[config.mk]
export PLATFORM = sky130hd
export DESIGN_NAME = div_sequencer
export DESIGN_NICKNAME = d
export VERILOG_FILES = /design/src/rtl/div_seq_pkg.sv /design/src/rtl/div_sign_fixup.sv /design/src/rtl/div_sequencer.sv
export SDC_FILE = /design/constraint.sdc
export NUM_CORES = 1
export LEC_CHECK = 0
export ABC_AREA = 0
export BUFFER_PORTS_ARGS = -buffer_cell sky130_fd_sc_hd__buf_2
export CAP_MARGIN = 0
export CORE_UTILIZATION = 40
export CTS_BUF_LIST = sky130_fd_sc_hd__clkbuf_4
export DETAILED_ROUTE_END_ITERATION = 8
export PLACE_DENSITY = 0.75
export SYNTH_ARGS = -nofsm -noshare
export SYNTH_HDL_FRONTEND = slang
export SYNTH_HIERARCHICAL = 1
export SYNTH_SLANG_ARGS = --single-unit
[constraint.sdc]
create_clock -name clk -period 3.03 [get_ports clk]
set_input_delay 0.606 -clock clk [delete_from_list [all_inputs] [get_ports clk]]
set_output_delay 0.606 -clock clk [all_outputs]
set_load 0.05 [all_outputs]
[src/rtl/div_seq_pkg.sv]
// Shared encodings and constants for the EX-stage divide sequencer.
// Op decode helpers keep signedness/remainder selection consistent across files.
package div_seq_pkg;

  typedef enum logic [1:0] {
    OP_DIV  = 2'b00,
    OP_DIVU = 2'b01,
    OP_REM  = 2'b10,
    OP_REMU = 2'b11
  } div_op_e;

  typedef enum logic [2:0] {
    IDLE,
    RST,
    ISSUE,
    WAIT,
    DONE
  } state_e;

  localparam logic [31:0] INT_MIN  = 32'h8000_0000;
  localparam logic [31:0] ALL_ONES = 32'hFFFF_FFFF;

  function automatic logic op_is_signed(input div_op_e op);
    return (op == OP_DIV) || (op == OP_REM);
  endfunction

  function automatic logic op_is_rem(input div_op_e op);
    return (op == OP_REM) || (op == OP_REMU);
  endfunction

endpackage

[src/rtl/div_sign_fixup.sv]
// Selects one of two values and conditionally two's-complements it.
// Used for operand magnitudes on the way in and quotient/remainder sign on the way out.
module div_sign_fixup #(
  parameter int unsigned XLEN = 32
) (
  input  logic            sel,
  input  logic            neg,
  input  logic [XLEN-1:0] a,
  input  logic [XLEN-1:0] b,
  output logic [XLEN-1:0] y
);

  logic [XLEN-1:0] pick;

  always_comb begin
    pick = sel ? b : a;
    y    = neg ? -pick : pick;
  end

endmodule

[src/rtl/div_sequencer.sv]
// Controller around the multi-cycle unsigned divider core: resets and issues the core,
// resolves divide-by-zero/overflow locally, applies sign fix-up and stalls the pipeline.
module div_sequencer
  import div_seq_pkg::*;
#(
  parameter int unsigned RST_CYCLES = 2,
  parameter int unsigned TIMEOUT    = 64,
  parameter int unsigned XLEN       = 32
) (
  input  logic            clk,
  input  logic            aresetn,
  input  logic            div_req,
  input  logic [1:0]      div_op,
  input  logic [XLEN-1:0] rs1_val,
  input  logic [XLEN-1:0] rs2_val,
  input  logic            flush,
  output logic            core_aresetn,
  output logic            core_in_valid,
  output logic [XLEN-1:0] core_dividend,
  output logic [XLEN-1:0] core_divisor,
  input  logic            core_out_valid,
  input  logic [XLEN-1:0] core_quotient,
  input  logic [XLEN-1:0] core_remainder,
  output logic            div_stall,
  output logic            result_valid,
  output logic [XLEN-1:0] result,
  output logic            div_timeout
);

  localparam int unsigned RCW = (RST_CYCLES > 1) ? $clog2(RST_CYCLES) : 1;
  localparam int unsigned WCW = (TIMEOUT > 1) ? $clog2(TIMEOUT) : 1;
  // Special-result constants are defined for the CPU's 32-bit datapath.
  localparam logic [XLEN-1:0] MIN_VAL = XLEN'(INT_MIN);
  localparam logic [XLEN-1:0] ONES    = XLEN'(ALL_ONES);

  state_e          state_q, state_d;
  logic [RCW-1:0]  rst_cnt_q, rst_cnt_d;
  logic [WCW-1:0]  wait_cnt_q, wait_cnt_d;
  div_op_e         op_q, op_d;
  logic            a_neg_q, a_neg_d, b_neg_q, b_neg_d;
  logic [XLEN-1:0] dd_q, dd_d, dv_q, dv_d;
  logic [XLEN-1:0] result_q, result_d;
  logic            timeout_q, timeout_d;
  logic            core_rstn_q, core_rstn_d;

  div_op_e         op_in;
  logic            in_signed, in_rem, rs1_neg, rs2_neg;
  logic            div_zero, ovf, req_ok, fix_neg, fix_rem;
  logic [XLEN-1:0] mag1, mag2, fixed, special_res;

  assign op_in     = div_op_e'(div_op);
  assign in_signed = op_is_signed(op_in);
  assign in_rem    = op_is_rem(op_in);
  assign rs1_neg   = in_signed & rs1_val[XLEN-1];
  assign rs2_neg   = in_signed & rs2_val[XLEN-1];
  assign req_ok    = div_req & ~flush;
  assign div_zero  = (rs2_val == '0);
  assign ovf       = in_signed & (rs1_val == MIN_VAL) & (rs2_val == ONES);
  assign special_res = div_zero ? (in_rem ? rs1_val : ONES)
                                : (in_rem ? '0 : MIN_VAL);

  // Quotient sign is the XOR of operand signs; remainder follows the dividend.
  assign fix_rem = op_is_rem(op_q);
  assign fix_neg = fix_rem ? a_neg_q : (a_neg_q ^ b_neg_q);

  div_sign_fixup #(.XLEN(XLEN)) u_mag_a (
    .sel(1'b0), .neg(rs1_neg), .a(rs1_val), .b(rs2_val), .y(mag1)
  );

  div_sign_fixup #(.XLEN(XLEN)) u_mag_b (
    .sel(1'b0), .neg(rs2_neg), .a(rs2_val), .b(rs1_val), .y(mag2)
  );

  div_sign_fixup #(.XLEN(XLEN)) u_fix (
    .sel(fix_rem), .neg(fix_neg), .a(core_quotient), .b(core_remainder), .y(fixed)
  );

  always_comb begin
    state_d    = state_q;
    rst_cnt_d  = rst_cnt_q;
    wait_cnt_d = wait_cnt_q;
    op_d       = op_q;
    a_neg_d    = a_neg_q;
    b_neg_d    = b_neg_q;
    dd_d       = dd_q;
    dv_d       = dv_q;
    result_d   = result_q;
    timeout_d  = timeout_q;

    case (state_q)
      IDLE: begin
        if (req_ok) begin
          if (div_zero || ovf) begin
            result_d = special_res;
            state_d  = DONE;
          end else begin
            op_d      = op_in;
            a_neg_d   = rs1_neg;
            b_neg_d   = rs2_neg;
            dd_d      = mag1;
            dv_d      = mag2;
            rst_cnt_d = RCW'(RST_CYCLES - 1);
            state_d   = RST;
          end
        end
      end
      RST: begin
        if (rst_cnt_q == '0) state_d = ISSUE;
        else rst_cnt_d = rst_cnt_q - RCW'(1);
      end
      ISSUE: begin
        wait_cnt_d = '0;
        state_d    = WAIT;
      end
      WAIT: begin
        if (core_out_valid) begin
          result_d = fixed;
          state_d  = DONE;
        end else if (wait_cnt_q == WCW'(TIMEOUT - 1)) begin
          result_d  = '0;
          timeout_d = 1'b1;
          state_d   = DONE;
        end else begin
          wait_cnt_d = wait_cnt_q + WCW'(1);
        end
      end
      DONE:    state_d = IDLE;
      default: state_d = IDLE;
    endcase

    // A squash discards anything this cycle would have captured.
    if (flush) begin
      state_d   = IDLE;
      result_d  = result_q;
      timeout_d = timeout_q;
    end

    core_rstn_d = (state_d != RST) &&
                  !(flush && (state_q inside {RST, ISSUE, WAIT}));
  end

  always_ff @(posedge clk or negedge aresetn) begin
    if (!aresetn) begin
      state_q     <= IDLE;
      rst_cnt_q   <= '0;
      wait_cnt_q  <= '0;
      op_q        <= OP_DIV;
      a_neg_q     <= 1'b0;
      b_neg_q     <= 1'b0;
      dd_q        <= '0;
      dv_q        <= '0;
      result_q    <= '0;
      timeout_q   <= 1'b0;
      core_rstn_q <= 1'b0;
    end else begin
      state_q     <= state_d;
      rst_cnt_q   <= rst_cnt_d;
      wait_cnt_q  <= wait_cnt_d;
      op_q        <= op_d;
      a_neg_q     <= a_neg_d;
      b_neg_q     <= b_neg_d;
      dd_q        <= dd_d;
      dv_q        <= dv_d;
      result_q    <= result_d;
      timeout_q   <= timeout_d;
      core_rstn_q <= core_rstn_d;
    end
  end

  assign core_aresetn  = core_rstn_q;
  assign core_in_valid = (state_q == ISSUE) & ~flush;
  assign core_dividend = dd_q;
  assign core_divisor  = dv_q;
  assign div_stall     = aresetn & req_ok & (state_q != DONE);
  assign result_valid  = (state_q == DONE);
  assign result        = result_q;
  assign div_timeout   = timeout_q;

endmodule

After elaboration in Yosys (flattened, before gate mapping)
Cells that the tools add are included.
Cells by class
  shift operators: 0
  bitwise gates (word level): 12
  add/subtract/negate cells: 5
  equal/unequal tests: 19
  $lt $le $gt $ge: 0
  reduce and logical (&&, ||, !) cells: 19
  $mul: 0
  mux-type cells: 27
  div/mod/pow operators: 0
Operators by type and width (count)
  32-bit 2-to-1 mux: 11
  32-bit negation: 3
  32-bit == test, second input constant: 2
  32-bit case mux with 2 select lines: 1
  32-bit logical NOT: 1
  3-bit 2-to-1 mux: 6
  6-bit 2-to-1 mux: 2
  3-bit case mux with 4 select lines: 1
  6-bit case mux with 2 select lines: 1
  2-bit inequality test, second input constant: 5
  3-bit AND reduction: 3
  1-bit AND: 8
  2-bit == test, second input constant: 4
  6-bit by 1-bit adder with 6-bit output, second input constant: 1
  3-bit by 2-bit == test with 1-bit output, second input constant: 2
  6-bit == test, second input constant: 1
  3-bit inequality test, second input constant: 2
  2-bit nonzero test: 3
  5-bit AND reduction: 1
  1-bit logical OR: 4
  1-bit 2-to-1 mux: 4
  4-bit AND reduction: 1
  3-bit by 1-bit == test with 1-bit output, second input constant: 1
  3-bit == test, second input constant: 1
  10 further kinds: 13
Storage, ports and cells
  input port bits: 135
  memory bits (writable): 0
  word-level logic and storage cells: 93
  memories: 0
  memory bits (read-only): 0
  output and inout port bits: 101
  register bits: 112
  latch bits: 0

Logic depth before layout (Yosys ltp)
  depth after elaboration: 11
  mapped depth: 13
  mapped depth without buffers: 8

Cells and area by module
The synthesis kept the hierarchy.
By module, submodules not included
  div_sequencer: instances 1, sequential area each 2777.7 um^2, area an instance 5089.9 um^2, cells each 394
  div_sign_fixup: instances 3, sequential area each 0.0 um^2, area an instance 1390.1 um^2, cells each 184

Worst setup path after synthesis
No wires, ideal clock.
  path type: register to register
  start point: register op_q[1]
  end point: register result_q[26], in the netlist result[26]
  path buffers: 5
  arrival time: 3125 ps
  setup slack: -220 ps
  cell stages (with the launch flop): 14
  setup time: 125 ps
  clock period less this slack: 3250 ps
  cells stage by stage: dfrtp_1 clkbuf_1 buf_2 buf_2 buf_2 buf_2 mux2i_1 ha_1 o21a_1 nand4_2 o41ai_2 xor2_1 a22o_1 mux2_2
Between the ends
  cells in the longest elaborated chain, start to end: 7
  elaborated cells between the ends (all ways): 9
  those cells by class: 1 x add/sub; 2 x eq/ne; 5 x mux; 1 x reduce/logical
RTL lines
  from (decl): RTL line div_sequencer.sv:39  | div_op_e op_q, op_d;
  from (signal assigned): RTL line div_sequencer.sv:159  | op_q <= op_d;
  2-bit == test: RTL line div_seq_pkg.sv:28  | return (op == OP_REM) || (op == OP_REMU);
  1-bit logical OR (*): RTL line div_seq_pkg.sv:28
  via fix_rem: RTL line div_sequencer.sv:48  | logic div_zero, ovf, req_ok, fix_neg, fix_rem;
  32-bit 2-to-1 mux: RTL line div_sign_fixup.sv:16  | pick = sel ? b : a;
  32-bit negation: RTL line div_sign_fixup.sv:17  | y = neg ? -pick : pick;
  32-bit 2-to-1 mux (*): RTL line div_sign_fixup.sv:17
  via fixed[26]: RTL line div_sequencer.sv:49  | logic [XLEN-1:0] mag1, mag2, fixed, special_res;
  32-bit 2-to-1 mux (*): RTL line div_sequencer.sv:116  | if (core_out_valid) begin
  32-bit case mux with 2 select lines (*): RTL line div_sequencer.sv:90  | case (state_q)
  to (signal assigned): RTL line div_sequencer.sv:164  | result_q <= result_d;
  to (decl): RTL line div_sequencer.sv:42  | logic [XLEN-1:0] result_q, result_d;
The timed path passes the listed nets; every way through them passes the cells marked *.
A chain may end at the register's enable or synchronous reset.

Worst setup path in the final report
  start point: register op_q[1]
  end point: register result_q[31], in the netlist result[31]
Between the ends
  cells in the longest elaborated chain, start to end: 7
  elaborated cells between the ends (all ways): 9
  those cells by class: 1 x add/sub; 2 x eq/ne; 5 x mux; 1 x reduce/logical
RTL lines (RTL line)
  2-bit == test: div_seq_pkg.sv:28
  1-bit logical OR (*): div_seq_pkg.sv:28
  32-bit 2-to-1 mux: div_sign_fixup.sv:16
  32-bit negation: div_sign_fixup.sv:17
  32-bit 2-to-1 mux (*): div_sign_fixup.sv:17
  via fixed[31]: div_sequencer.sv:49
  32-bit 2-to-1 mux (*): div_sequencer.sv:116
  32-bit case mux with 2 select lines (*): div_sequencer.sv:90
Marked as above.

==> qor.log <==
qor: status.outcome complete, no violations
qor: logic_synthesis.async_flop_share 1.000
qor: place.port_buffers 235
qor: place.gp_congestion 0.9109
qor: place.placedCellCount 1457
qor: grt.antenna_violations_before_repair 1
qor: worst_setup_path.path_class reg2reg
qor: sta.unrepaired_setup_endpoints_after_global_routing no
qor: worst_setup_path.crit_path_top_delay_cell or4_1
qor: worst_setup_path.regToRegEndpoint result[31]
qor: grt.vias_in_the_first_global_route 8049
qor: drt.wl_per_cell 19.83 um
qor: finish.multi_input_comb_area 6230 um2
qor: die.boundary_pin_count 236
qor: finish.finish.cell_count_without_fillers 1478
qor: drt.detail_route.drc_violations 0
qor: finish.area_taken_by_flip_flops_and_latches 2781 um2
qor: hold_path.whs_path_depth 2
qor: drt.firstDrtPassIters 5
qor: logic_synthesis.ys_types 59
qor: grt.grt_start_max_net_pins 53
qor: clock_tree.numCtsBuffers 9
qor: clock_tree.ctsLongestPathBuffers 2
qor: clock_tree.clock_latency_of_the_later_clocked_register_in_the_worst_skew_pair 0.51 ns
qor: worst_setup_path.startpoint_class_of_the_critical_path flip-flop
qor: die.placement_rows 55
qor: logic_synthesis.post_synth_main_area_contributors dfrtp_1 30%, mux2_2 14%, mux2i_1 8.8%
qor: die.design.core.area 22640 um2
qor: finish.fin_nets 1326
qor: die.die-height 154.2 um
qor: finish.area.growth.synth_to_final 19.66%
qor: logic_synthesis.synth_edf_count 0
qor: sta.worst_slew_pin_slew 0.6916 ns
qor: worst_setup_path.critical_path.n_buffers_inverters 1
qor: place.dp_hpwl 22310 um
qor: logic_synthesis.synth_largest_type_area_fraction 0.3000
qor: pwr.power.ir.vdd_worst 487.1 uV
qor: worst_setup_path.crit_path_max_incr_delay 0.62 ns
qor: finish.fill_cell_instance_count_of_the_final_layout 2156
qor: run.max_cap_viol_count 0
qor: die.initial_utilization 0.4090
qor: drt.postRouteAntennaNets 0
qor: sta.fin_hold_ws 0.2981 ns
qor: worst_setup_path.worst-endpoint-required 3.44 ns
qor: worst_setup_path.cp_top_family simple AND/OR/NAND/NOR gates
qor: logic_synthesis.synth_most_common_cell mux2_2
qor: hold_path.hold_end state_q[1]
qor: clock_tree.cts_tree built
qor: finish.finalCoreUtilization 0.4894
qor: finish.drive_gt1_frac 0.3809
qor: finish.final_cell_area_excluding_filler_cells 11080 um2
qor: worst_setup_path.critical_path.reg2reg.startpoint op_q[1]
qor: logic_synthesis.synth_seq_cells 111
qor: worst_setup_path.ff2ff_path_depth 8
qor: grt.global_route_wire_length_before_repair 44820 um
qor: die.die_area 23760 um2
qor: sta.max_freq 0.3440 GHz
qor: sta.timing.clock.skew 0.02268 ns
qor: clock_tree.clock_tree.root_cell clkbuf_4
qor: sta.hold_violations 0
qor: sta.layout_worst_path_cycle_share 0.9593
qor: die.dieWidth 154.2 um
qor: clock_tree.htreeDepth 3
qor: drt.vias_per_cell 5.818
qor: drt.drt-initial-drc-count 744
qor: logic_synthesis.yosys_most_used_dff dfrtp_1
qor: hold_path.timing.hold.worst.start flush
qor: drt.totalWireLength 29310 um
qor: worst_setup_path.end_kind flip-flop
qor: logic_synthesis.synthesis.instances 946
qor: sta.clock_period_minus_final_worst_setup_slack 2.907 ns
qor: pwr.power-per-cell-area 604.2 nW/um2
qor: worst_setup_path.setup.reg_to_reg.worst_slack 0.12 ns
qor: logic_synthesis.syn_area 9260 um2
qor: sta.finalSetupTns 0 ns
qor: worst_setup_path.worst-path-max-fanout 10
qor: logic_synthesis.yosys_warnings 6
qor: place.detailed_place.area 10880 um2
qor: sta.maxSlewHeadroom 0.5390
qor: drt.routed-via-count 8599
qor: worst_setup_path.worstPathCellList buf_4 > or4_1 > nand2_1 > nand4b_4 > o41ai_4 > xor2_1 > a22o_1 > mux2_2
qor: logic_synthesis.netlist_top_cells_count 117 x mux2_2, 111 x dfrtp_1, 81 x mux2i_1
qor: sta.final-max-slew-violation-count 0
qor: worst_setup_path.worstPathArrival 3.32 ns
qor: sta.setup_viol 0
qor: pwr.p_leak 0.004955 uW
qor: hold_path.hold_wc_path_type in2reg
qor: logic_synthesis.synth_sequential_area_ratio 0.3000
qor: grt.grtUsageTotal 0.2397
qor: clock_tree.clock_sink_count 111
qor: clock_tree.clk_transition_reported_paths 0.19 ns
qor: logic_synthesis.netlist.top_cell.by_area dfrtp_1
qor: logic_synthesis.post_synth.cell_area_avg 9.789 um2
qor: grt.grt.overflow.total 0
power breakdown:
group	internal, uW	switching [uW]
logic	1280	2590
clock network	169	538
registers	1880	241
layer usage:
layer	routed length, um	up-vias	global-route usage
met1	13310	4182	0.3396
met5	0	-	0
met3	2023	31	0.02818
met2	13470	398	0.3805
met4	512	0	0.07381
li1	-	3988	-
worst max-delay path by stage:
stage                      end               from  cells after the start  slack (ns)
global route        result[31]            op_q[1]                      8       0.006
floorplan           result[26]            op_q[1]                     13        0.02
detailed placement  result[31]   core_quotient[6]                      8       0.002
finish              result[31]            op_q[1]                      8        0.12
global placement    result[31]  core_remainder[6]                      8        0.03
CTS                 result[31]            op_q[1]                      8       0.003
what timing repair did:
| action | CTS | global route |
|---|---|---|
| hold buffers | 1 | 0 |
| gates resized for setup | 0 | 5 |
| setup endpoints to repair | 0 | 14 |
| setup buffers | 0 | 3 |
| endpoints found under the hold margin | 14 | 0 |
cell usage in the layout (no fill, tap or decap), types with 32 or more instances in the layout:
| cell type | instances |
|---|---|
| buf_2 | 234 |
| mux2_2 | 117 |
| dfrtp_1 | 110 |
| mux2i_1 | 81 |
| xor2_1 | 69 |
| nand2b_1 | 47 |
| nand2_1 | 46 |
| o21ai_0 | 42 |
| nor3_1 | 41 |
| nor2_1 | 35 |
| buf_4 | 34 |
| a22o_1 | 32 |
area by class of cell:
cell class,instances,share of cell area
tap,285,0.03218
sequential,111,0.2510
timing repair buffer,274,0.1387
inverter,15,0.005081
antenna,1,0.0002258
clock inverter,7,0.004517
multi-input combinational,776,0.5622
clock buffer,9,0.006098
state kept, by name, summed over array words and instances, names as in the netlist:
register / cells
result: 32
rst_cnt_q: 1
b_neg_q: 1
div_timeout: 1
core_divisor: 32
a_neg_q: 1
core_aresetn: 1
op_q: 1
state_q: 3
wait_cnt_q: 6
core_dividend: 32
per-stage QoR:
stage | power, uW | setup WS [ns]
finish | 6695 | 0.1234
CTS | 6649 | 0.002989
detailed placement | 5924 | 0.002136
global route | 7032 | 0.005929
floorplan | 4919 | 0.01897
global placement | 5867 | 0.03405
logic make-up after synthesis:
logic type,count (synthesis),synth area share
multiplexers,198,0.2298
flip-flops,111,0.3000
XOR/XNOR,93,0.08796
AO/OA/AOI/OAI,175,0.1511
AND/OR/NAND/NOR,290,0.1854
adder cells (fa/ha/maj),4,0.005405
other,1,0.0004050
buffers and inverters,74,0.03999
(Power assumes the default switching activity.)
